==> src/rtl/pattern_gen_param.sv <==
`default_nettype none
// +--------------------------------------------------------------------------+
// | Module      : pattern_gen_param                                          |
// | Description : Prescaled pattern generator. Every DIV enabled clocks one  |
// |               pattern step is taken: count up, count down, rotate left   |
// |               or one-hot bounce. port_B counts completed pattern periods.|
// | Ports       : clk      - clock, rising edge                              |
// |               reset    - asynchronous reset, active low                  |
// |               en       - run enable (0 freezes all state)                |
// |               mode     - 00 up, 01 down, 10 rotate left, 11 bounce       |
// |               load     - synchronous load strobe (wins over a step)      |
// |               load_val - value loaded into port_A                        |
// |               port_A   - current pattern (registered)                    |
// |               port_B   - pattern-period counter (registered)             |
// |               tick     - one-cycle pulse following each step             |
// | Revision    : 1.0 - initial release                                      |
// +--------------------------------------------------------------------------+
module pattern_gen_param #(
   parameter int WIDTH = 8,
   parameter int DIV   = 4
) (
   input  logic             clk,
   input  logic             reset,
   input  logic             en,
   input  logic [1:0]       mode,
   input  logic             load,
   input  logic [WIDTH-1:0] load_val,
   output logic [WIDTH-1:0] port_A,
   output logic [WIDTH-1:0] port_B,
   output logic             tick
);

   // A prescaler of at least one bit keeps DIV=1 legal; it then never leaves 0.
   localparam int             PW           = (DIV > 1) ? $clog2(DIV) : 1;
   localparam logic [PW-1:0]  c_PRESC_LAST = PW'(DIV - 1);
   localparam logic [WIDTH-1:0] c_ONE      = {{(WIDTH-1){1'b0}}, 1'b1};
   localparam logic [WIDTH-1:0] c_ALL_ONES = {WIDTH{1'b1}};
   localparam logic           c_DIR_LEFT   = 1'b0;
   localparam logic           c_DIR_RIGHT  = 1'b1;

   localparam logic [1:0]     c_MODE_UP    = 2'b00;
   localparam logic [1:0]     c_MODE_DOWN  = 2'b01;
   localparam logic [1:0]     c_MODE_ROTL  = 2'b10;

   logic [PW-1:0]    r_presc;
   logic [WIDTH-1:0] r_a;
   logic [WIDTH-1:0] r_b;
   logic             r_tick;
   logic             r_dir;

   logic             w_step;
   logic             w_onehot;

   assign w_step   = en && (r_presc == c_PRESC_LAST);
   // x & (x-1) clears the lowest set bit; zero result on a non-zero x means one-hot.
   assign w_onehot = (r_a != '0) && ((r_a & (r_a - c_ONE)) == '0);

   always_ff @(posedge clk or negedge reset) begin
      if (!reset) begin
         r_presc <= '0;
         r_a     <= '0;
         r_b     <= '0;
         r_tick  <= 1'b0;
         r_dir   <= c_DIR_LEFT;
      end else if (load) begin
         r_a     <= load_val;
         r_presc <= '0;
         r_dir   <= c_DIR_LEFT;
         r_tick  <= 1'b0;
      end else if (en) begin
         r_presc <= w_step ? '0 : r_presc + 1'b1;
         r_tick  <= w_step;
         if (w_step) begin
            case (mode)
               c_MODE_UP: begin
                  r_a <= r_a + c_ONE;
                  if (r_a == c_ALL_ONES) r_b <= r_b + c_ONE;
               end
               c_MODE_DOWN: begin
                  r_a <= r_a - c_ONE;
                  if (r_a == '0) r_b <= r_b + c_ONE;
               end
               c_MODE_ROTL: begin
                  if (r_a == '0) begin
                     r_a <= c_ONE;
                  end else begin
                     r_a <= {r_a[WIDTH-2:0], r_a[WIDTH-1]};
                     if (r_a[WIDTH-1]) r_b <= r_b + c_ONE;
                  end
               end
               default: begin
                  if (!w_onehot) begin
                     r_a   <= c_ONE;
                     r_dir <= c_DIR_LEFT;
                  end else if (r_dir == c_DIR_LEFT) begin
                     if (r_a[WIDTH-1]) begin
                        // Loaded directly at the MSB while heading left: turn around.
                        r_a   <= r_a >> 1;
                        r_dir <= c_DIR_RIGHT;
                     end else begin
                        r_a <= r_a << 1;
                        if (r_a[WIDTH-2]) r_dir <= c_DIR_RIGHT;
                     end
                  end else begin
                     if (r_a[0]) begin
                        r_a   <= r_a << 1;
                        r_dir <= c_DIR_LEFT;
                     end else begin
                        r_a <= r_a >> 1;
                        // Arriving at bit 0 closes one full bounce period.
                        if (r_a[1]) begin
                           r_dir <= c_DIR_LEFT;
                           r_b   <= r_b + c_ONE;
                        end
                     end
                  end
               end
            endcase
         end
      end else begin
         r_tick <= 1'b0;
      end
   end

   assign port_A = r_a;
   assign port_B = r_b;
   assign tick   = r_tick;

endmodule
`default_nettype wire

==> config.mk <==
export PLATFORM = sky130hd
export DESIGN_NAME = pattern_gen_param
export DESIGN_NICKNAME = d
export VERILOG_FILES = /design/src/rtl/pattern_gen_param.sv
export SDC_FILE = /design/constraint.sdc
export NUM_CORES = 1
export LEC_CHECK = 0
export ABC_AREA = 1
export CORE_ASPECT_RATIO = 1.75
export CORE_MARGIN = 1.5
export CORE_UTILIZATION = 41
export DETAILED_ROUTE_END_ITERATION = 10
export HOLD_SLACK_MARGIN = 0.03
export SYNTH_ARGS = -nofsm -noshare
export SYNTH_HDL_FRONTEND = slang
export SYNTH_SLANG_ARGS = --single-unit
==> constraint.sdc <==
create_clock -name clk -period 3.19 [get_ports clk]
set_clock_uncertainty 0.2 [all_clocks]
set_input_delay 0.4785 -clock clk [delete_from_list [all_inputs] [get_ports clk]]
set_output_delay 0.4785 -clock clk [all_outputs]
set_load 0.05 [all_outputs]
==> summary.txt, run 1 <==
Placed design
  • GPL Wtd Cong: 0.951
  • Placed cells: around 370
  • Post-place setup slack: roughly 0.65 ns
  • Hpwl dp: about 4500 microns
  • PortBufs: 30

Synthesis
  • Synth warn: 0
  • Synth Cell Area: 1860 sq um
  • Syn Nets: 313
  • Synth async-reset ratio: 1.00
  • Cell count after synthesis: around 290
  • Post-synth EDFFs: 0
  • Yosys cell types: 30
  • Synth Flop Type: dfrtp_1
  • Syn Area/Cell: 6.47 sq um
  • Post-synthesis sequential area ratio: 0.269
  • Synth area leader: dfrtp_1
  • Top cells by area in the synthesized netlist: dfrtp_1 27%, nand2_1 20%, nand3_1 7.8%
  • Seq cells post-synth: 20
  • Post-synth top area share: 0.269

Timing
  • Worst setup margin: just under 0.6 ns
  • F_max: 0.385 GHz
  • Worst Max-Slew Pin Slew: 0.505 ns
  • WHS: 0.340 ns
  • Min Tclk post-route: 2.60 ns
  • RSZ-0062 raised after global routing: no
  • Final hold viol count: 0
  • Setup violations, final: 0
  • Post-route setup TNS: 0 ns
  • Final period utilization: 0.815
  • Fin. max-slew vios: 0
  • Max-slew headroom: 0.664

Layout
  • Area growth, synth to finish: 22.4%
  • Fraction of layout cells with a size suffix above 1: 0.110
  • Post-route insts no fill: 370
  • Fin nets: 345
  • Antenna diode count: 0

Power
  • Comb pwr share: 0.381
  • Power Density: 414 nW/um^2
  • Sequential Power Share: 0.341
  • Total Power Consumption: 0.945 mW
  • Sw Ratio: 0.403
  • Peak VDD IR: 0.000251 V
  • Clock network fraction of total power: 0.278
  • Int Pwr: 0.564 mW
  • NetSw: 0.381 mW
  • P_leak: 1.16 nW

Global route
  • Global route overflow: 0
  • Largest net degree at the start of global routing: 21
  • Antenna violations before repair: 0
  • Global-route wire length before repair: 9520 microns
  • Total GRT Usage: 0.262
  • Vias in the first global route: between 1500 and 2000

Floorplan
  • Die Y: 92.2 microns
  • FP Rows: 32
  • Core area: around 4400 sq um
  • Initial Util: 0.423
  • Die Span X: 54.0 microns
  • Die area: about 5000 sq um
  • # IOs: 31

Worst setup path
  • R2r worst-path depth: 14
  • Arrival time worst endpoint: between 2 and 3 ns
  • R2r endpoint: port_B[2]
  • R2R Setup Slk: between 0.5 and 0.6 ns
  • CP required: about 3.2 ns
  • CP Capture Type: flop
  • Worst r2r src: port_A[0]
  • Setup crit start kind: flop
  • Crit path kind: flop to flop
  • Worst-path fanout max: 9

Min path
  • Worst hold start: port_B[4]
  • Hold-critical path depth: 2
  • Hold Path Class: flop to flop
  • WHS Endpoint: port_B[4]

Routing
  • Met3 Routed Length: approximately 210 microns
  • Via count: 1953
  • Met2 wire len: 3250 microns
  • Drt via density: 5.28
  • DRC violations left: 0
  • DRT Pass-1 Iters: 4
  • Drt initial violations: between 90 and 100
  • Avg WL per Cell: 15.6 microns
  • Max Used Layer: met4
  • Detailed Route WL: ~5800 microns
  • Wl on met1: 2080 microns
  • Antenna-violating nets left: 0

Clocking
  • Post-CTS setup buffers: 0
  • CTS resizes: 0
  • CTS sink cnt: 20
  • H-tree depth: 1
  • Latest clock arrival within the worst-skew pair: 0.27 ns
  • Clk pin slew, worst setup/hold paths: 0.08 ns
  • CTS tree: yes
  • Cts hold-fix bufs: 0
  • Total CTS buffers: 3
  • Clock root cell: clkbuf_8
  • Clk buf depth: 2

Outcome
  • Status: complete, no violations

Run
  • Max-cap violations: 0
==> state kept, by name (all words and copies together) (netlist names) <==
| register | flops |
|---|---|
| tick | 1 |
| r_dir | 1 |
| port_B | 8 |
| port_A | 8 |
| r_presc | 2 |
==> how the worst max path moves through the flow <==
| stage | from | endpoint | slack (ns) | cells after the start |
|---|---|---|---|---|
| after floorplan | port_A[0] | port_B[2] | 0.63 | 14 |
| after global placement | mode[0] | port_A[6] | 0.73 | 6 |
| after detailed placement | port_A[1] | port_B[2] | 0.65 | 14 |
| after CTS | port_A[0] | port_B[2] | 0.59 | 14 |
| after global routing | port_A[1] | port_B[5] | 0.38 | 14 |
| final | port_A[0] | port_B[2] | 0.59 | 14 |
==> placed cells by master, fill, tap and decap left out, drive strengths merged <==
cell type,netlist,final
a22o,1,1
xnor2,3,3
clkdlybuf4s50,0,30
nand3,31,31
bufinv,0,1
dfrtp,20,20
o22ai,1,1
nor3,1,1
xor2,4,4
buf,5,3
inv,37,37
ha,11,11
a21oi,8,8
o21ai,21,21
clkbuf,1,3
nand2,103,103
nand4,5,5
a21boi,1,1
nor2,35,35
==> layer usage <==
layer	vias up	global-route usage
met4	0	0.118
met5	-	0
li1	978	-
met1	889	0.273
met3	19	0.0261
met2	67	0.487
==> logic make-up (layout without fill, tap and decap cells) <==
family,count (synthesis),in the layout,share of synthesized area
simple gates,175,175,0.431
buf+inv,43,74,0.0974
compound gates,32,32,0.0960
flops,20,20,0.269
fa+ha+maj,11,11,0.0739
xor+xnor,7,7,0.0329
==> critical path, stage by stage, from the launching register on <==
cell and delay [ns]:
dfrtp_1 0.49, inv_2 0.14, ha_1 0.23, nand2_1 0.08, nor2_2 0.15, nand2_1 0.07
ha_1 0.17, inv_1 0.06, nand2_1 0.08, nor2_4 0.19, nand2_4 0.09, o21ai_4 0.26
nand2_4 0.13, nand2_1 0.07, nand2_1 0.05
==> cell type report <==
cell class,count,area (sq um)
multi-input combinational,225,1180
inverter,37,141
sequential,20,500
clock inverter,1,30.0
tap,51,63.8
timing repair buffer,33,323
fill,449,2120
clock buffer,3,41.3
==> metrics by stage <==
step                cell area (sq um)  utilization
finish                           2280        0.518
global route                     2280        0.518
CTS                              2280        0.518
detailed placement               2210        0.502
global placement                 2210        0.502
floorplan                        1860            -
==> power groups by stage <==
stage	sequential [mW]	clock (mW)	combinational, mW
after floorplan	0.362	0	0.203
after global placement	0.326	0	0.357
after detailed placement	0.326	0	0.356
after CTS	0.321	0.270	0.358
after global routing	0.326	0.278	0.400
final	0.323	0.263	0.360
==> cell usage after synthesis, types with 4 or more instances <==
cell type  count
a21oi_1        8
dfrtp_1       20
ha_1          11
inv_1         27
inv_2          9
nand2_1       97
nand3_1       29
nand4_1        5
nor2_1        26
nor2_2         6
o21ai_0       19
xor2_1         4
No activity file was read; power rests on OpenSTA's default activity.
==> inputs of run 2 (changes only) <==
==> constraint.sdc (replaced) <==
create_clock -name clk -period 2.7 [get_ports clk]
set_clock_uncertainty 0.2 [all_clocks]
set_input_delay 0.405 -clock clk [delete_from_list [all_inputs] [get_ports clk]]
set_output_delay 0.405 -clock clk [all_outputs]
set_load 0.05 [all_outputs]
==> summary.txt, run 2 (synthesis gave the netlist of run 1 again) <==
Run
  • Max-cap violations: 0

Clocking
  • H-tree depth: 1
  • Latest clock arrival within the worst-skew pair: 0.26 ns
  • CTS sink cnt: 20
  • Clock root cell: clkbuf_8
  • Total CTS buffers: 3
  • CTS tree: yes
  • Clk pin slew, worst setup/hold paths: 0.08 ns
  • Cts hold-fix bufs: 0
  • Clk buf depth: 2

Routing
  • DRT Pass-1 Iters: 6
  • Drt via density: 5.31
  • Antenna-violating nets left: 0
  • Detailed Route WL: 5580 microns
  • Via count: 2006
  • DRC violations left: 0
  • Drt initial violations: between 60 and 70
  • Avg WL per Cell: between 10 and 15 microns

Floorplan
  • Die area: 4970 sq um
  • # IOs: 31
  • Die Y: 92.2 microns
  • Core area: approximately 4400 sq um
  • Initial Util: 0.423
  • Die Span X: roughly 54 microns
  • FP Rows: 32

Global route
  • Total GRT Usage: 0.242
  • Vias in the first global route: 1984
  • Global-route wire length before repair: 8670 microns
  • Antenna violations before repair: 0
  • Largest net degree at the start of global routing: 21
  • Global route overflow: 0

Power
  • Peak VDD IR: 0.000264 V
  • P_leak: roughly 1.2 nW
  • Power Density: 457 nW/um^2
  • Total Power Consumption: 1.07 mW

Worst setup path
  • Setup crit start kind: flop
  • Crit path cell chain: inv_1, ha_1, nand2_1, nor2_2, nand2_1, ha_1, inv_1, nand2_1, nor2_4, nand2_4, o21ai_4, buf_12, nand3_1, nand2_1
  • Worst-path fanout max: 8
  • Crit path kind: flop to flop
  • Critical Path Max Stage Delay: 0.45 ns
  • CP Capture Type: flop
  • Top Family by Delay on Critical Path: simple AND/OR/NAND/NOR gates
  • Arrival time worst endpoint: ~2.5 ns
  • Worst Path Buf+Inv: 3
  • Most used cell, CP: nand2_1
  • CP required: between 2 and 3 ns
  • Slowest stage cell, crit path: dfrtp_1

Layout
  • Fraction of layout cells with a size suffix above 1: 0.131
  • Register area: 500 sq um
  • Multi-input gate area: 1180 sq um
  • Antenna diode count: 0
  • Most common cell after layout, fill and taps aside: nand2_1
  • Design Area, Final: 2340 sq um
  • Layout fillers: 476
  • Fin nets: approximately 350
  • Most frequent cells in the layout: 97 x nand2_1, 30 x clkdlybuf4s50_1, 29 x nand3_1, 27 x inv_1, 26 x nor2_1
  • Area growth, synth to finish: 25.5%

Timing
  • Post-route setup TNS: 0 ns
  • Setup violations, final: 0
  • WHS: 0.287 ns
  • F_max: around 0.41 GHz
  • Final period utilization: 0.908
  • Max-slew headroom: 0.669
  • Final hold viol count: 0
  • Min Tclk post-route: 2.45 ns
  • RSZ-0062 raised after global routing: no
  • Fin. max-slew vios: 0
  • Worst Max-Slew Pin Slew: 0.495 ns

Placed design
  • PortBufs: 30
  • Post-Place Cell Area: 2260 sq um
  • GPL Wtd Cong: 0.953
  • Hpwl dp: 4510 microns

Outcome
  • Status: complete, no violations

Min path
  • Hold Path Class: input port to asynchronous set/reset pin
==> run 2: changes by cell type in the layout (fill, tap and decap cells not counted) <==
cell / before / now
bufinv_16: 1 / 0
buf_12: 0 / 1
buf_4: 3 / 10
clkbuf_8: 3 / 4
==> run 2: worst paths after layout <==
kind / depth (start not counted) / start / slack (ns) / endpoint
worst min register to register: 2 / port_B[7] / 0.33 / port_B[7]
worst max register to register: 14 / port_A[1] / 0.25 / port_B[5]
worst min-delay path: 2 / reset / 0.29 / port_B[2]
worst max-delay path: 14 / port_A[1] / 0.25 / port_B[5]
min in group clk: 2 / port_B[7] / 0.33 / port_B[7]
max in group asynchronous: 2 / reset / 1.79 / port_B[5]
==> run 2: metrics by stage <==
stage | util | cells | worst slack [ns]
2_1_floorplan | - | 288 | 0.144
3_3_place_gp | 0.514 | 373 | 0.333
3_5_place_dp | 0.514 | 373 | 0.236
4_1_cts | 0.526 | 377 | 0.213
5_1_grt | 0.531 | 378 | 0.0837
6_report | 0.531 | 378 | 0.248
==> run 2: area by class of cell <==
cell class,instances,area share
clock buffer,4,0.0236
multi-input combinational,225,0.505
timing repair buffer,41,0.169
sequential,20,0.214
inverter,37,0.0605
tap,51,0.0273
==> run 2: timing repair <==
action	4_1_cts	5_1_grt
setup buffers	0	1
setup endpoints to repair	0	3
resized for setup	0	0
==> run 2: where the power goes <==
group	internal (mW)	switching [mW]	leakage [nW]
logic	0.164	0.305	0.904
clock network	0.130	0.108	0.0288
registers	0.322	0.0388	0.264
total	0.616	0.452	1.20
==> run 2: layer usage <==
metal	global-route usage	routed length [microns]	vias to the layer above
li1	-	-	996
met1	0.223	1990	902
met2	0.450	3000	76
met3	0.0212	216	32
met4	0.171	376	0
met5	0	0	-
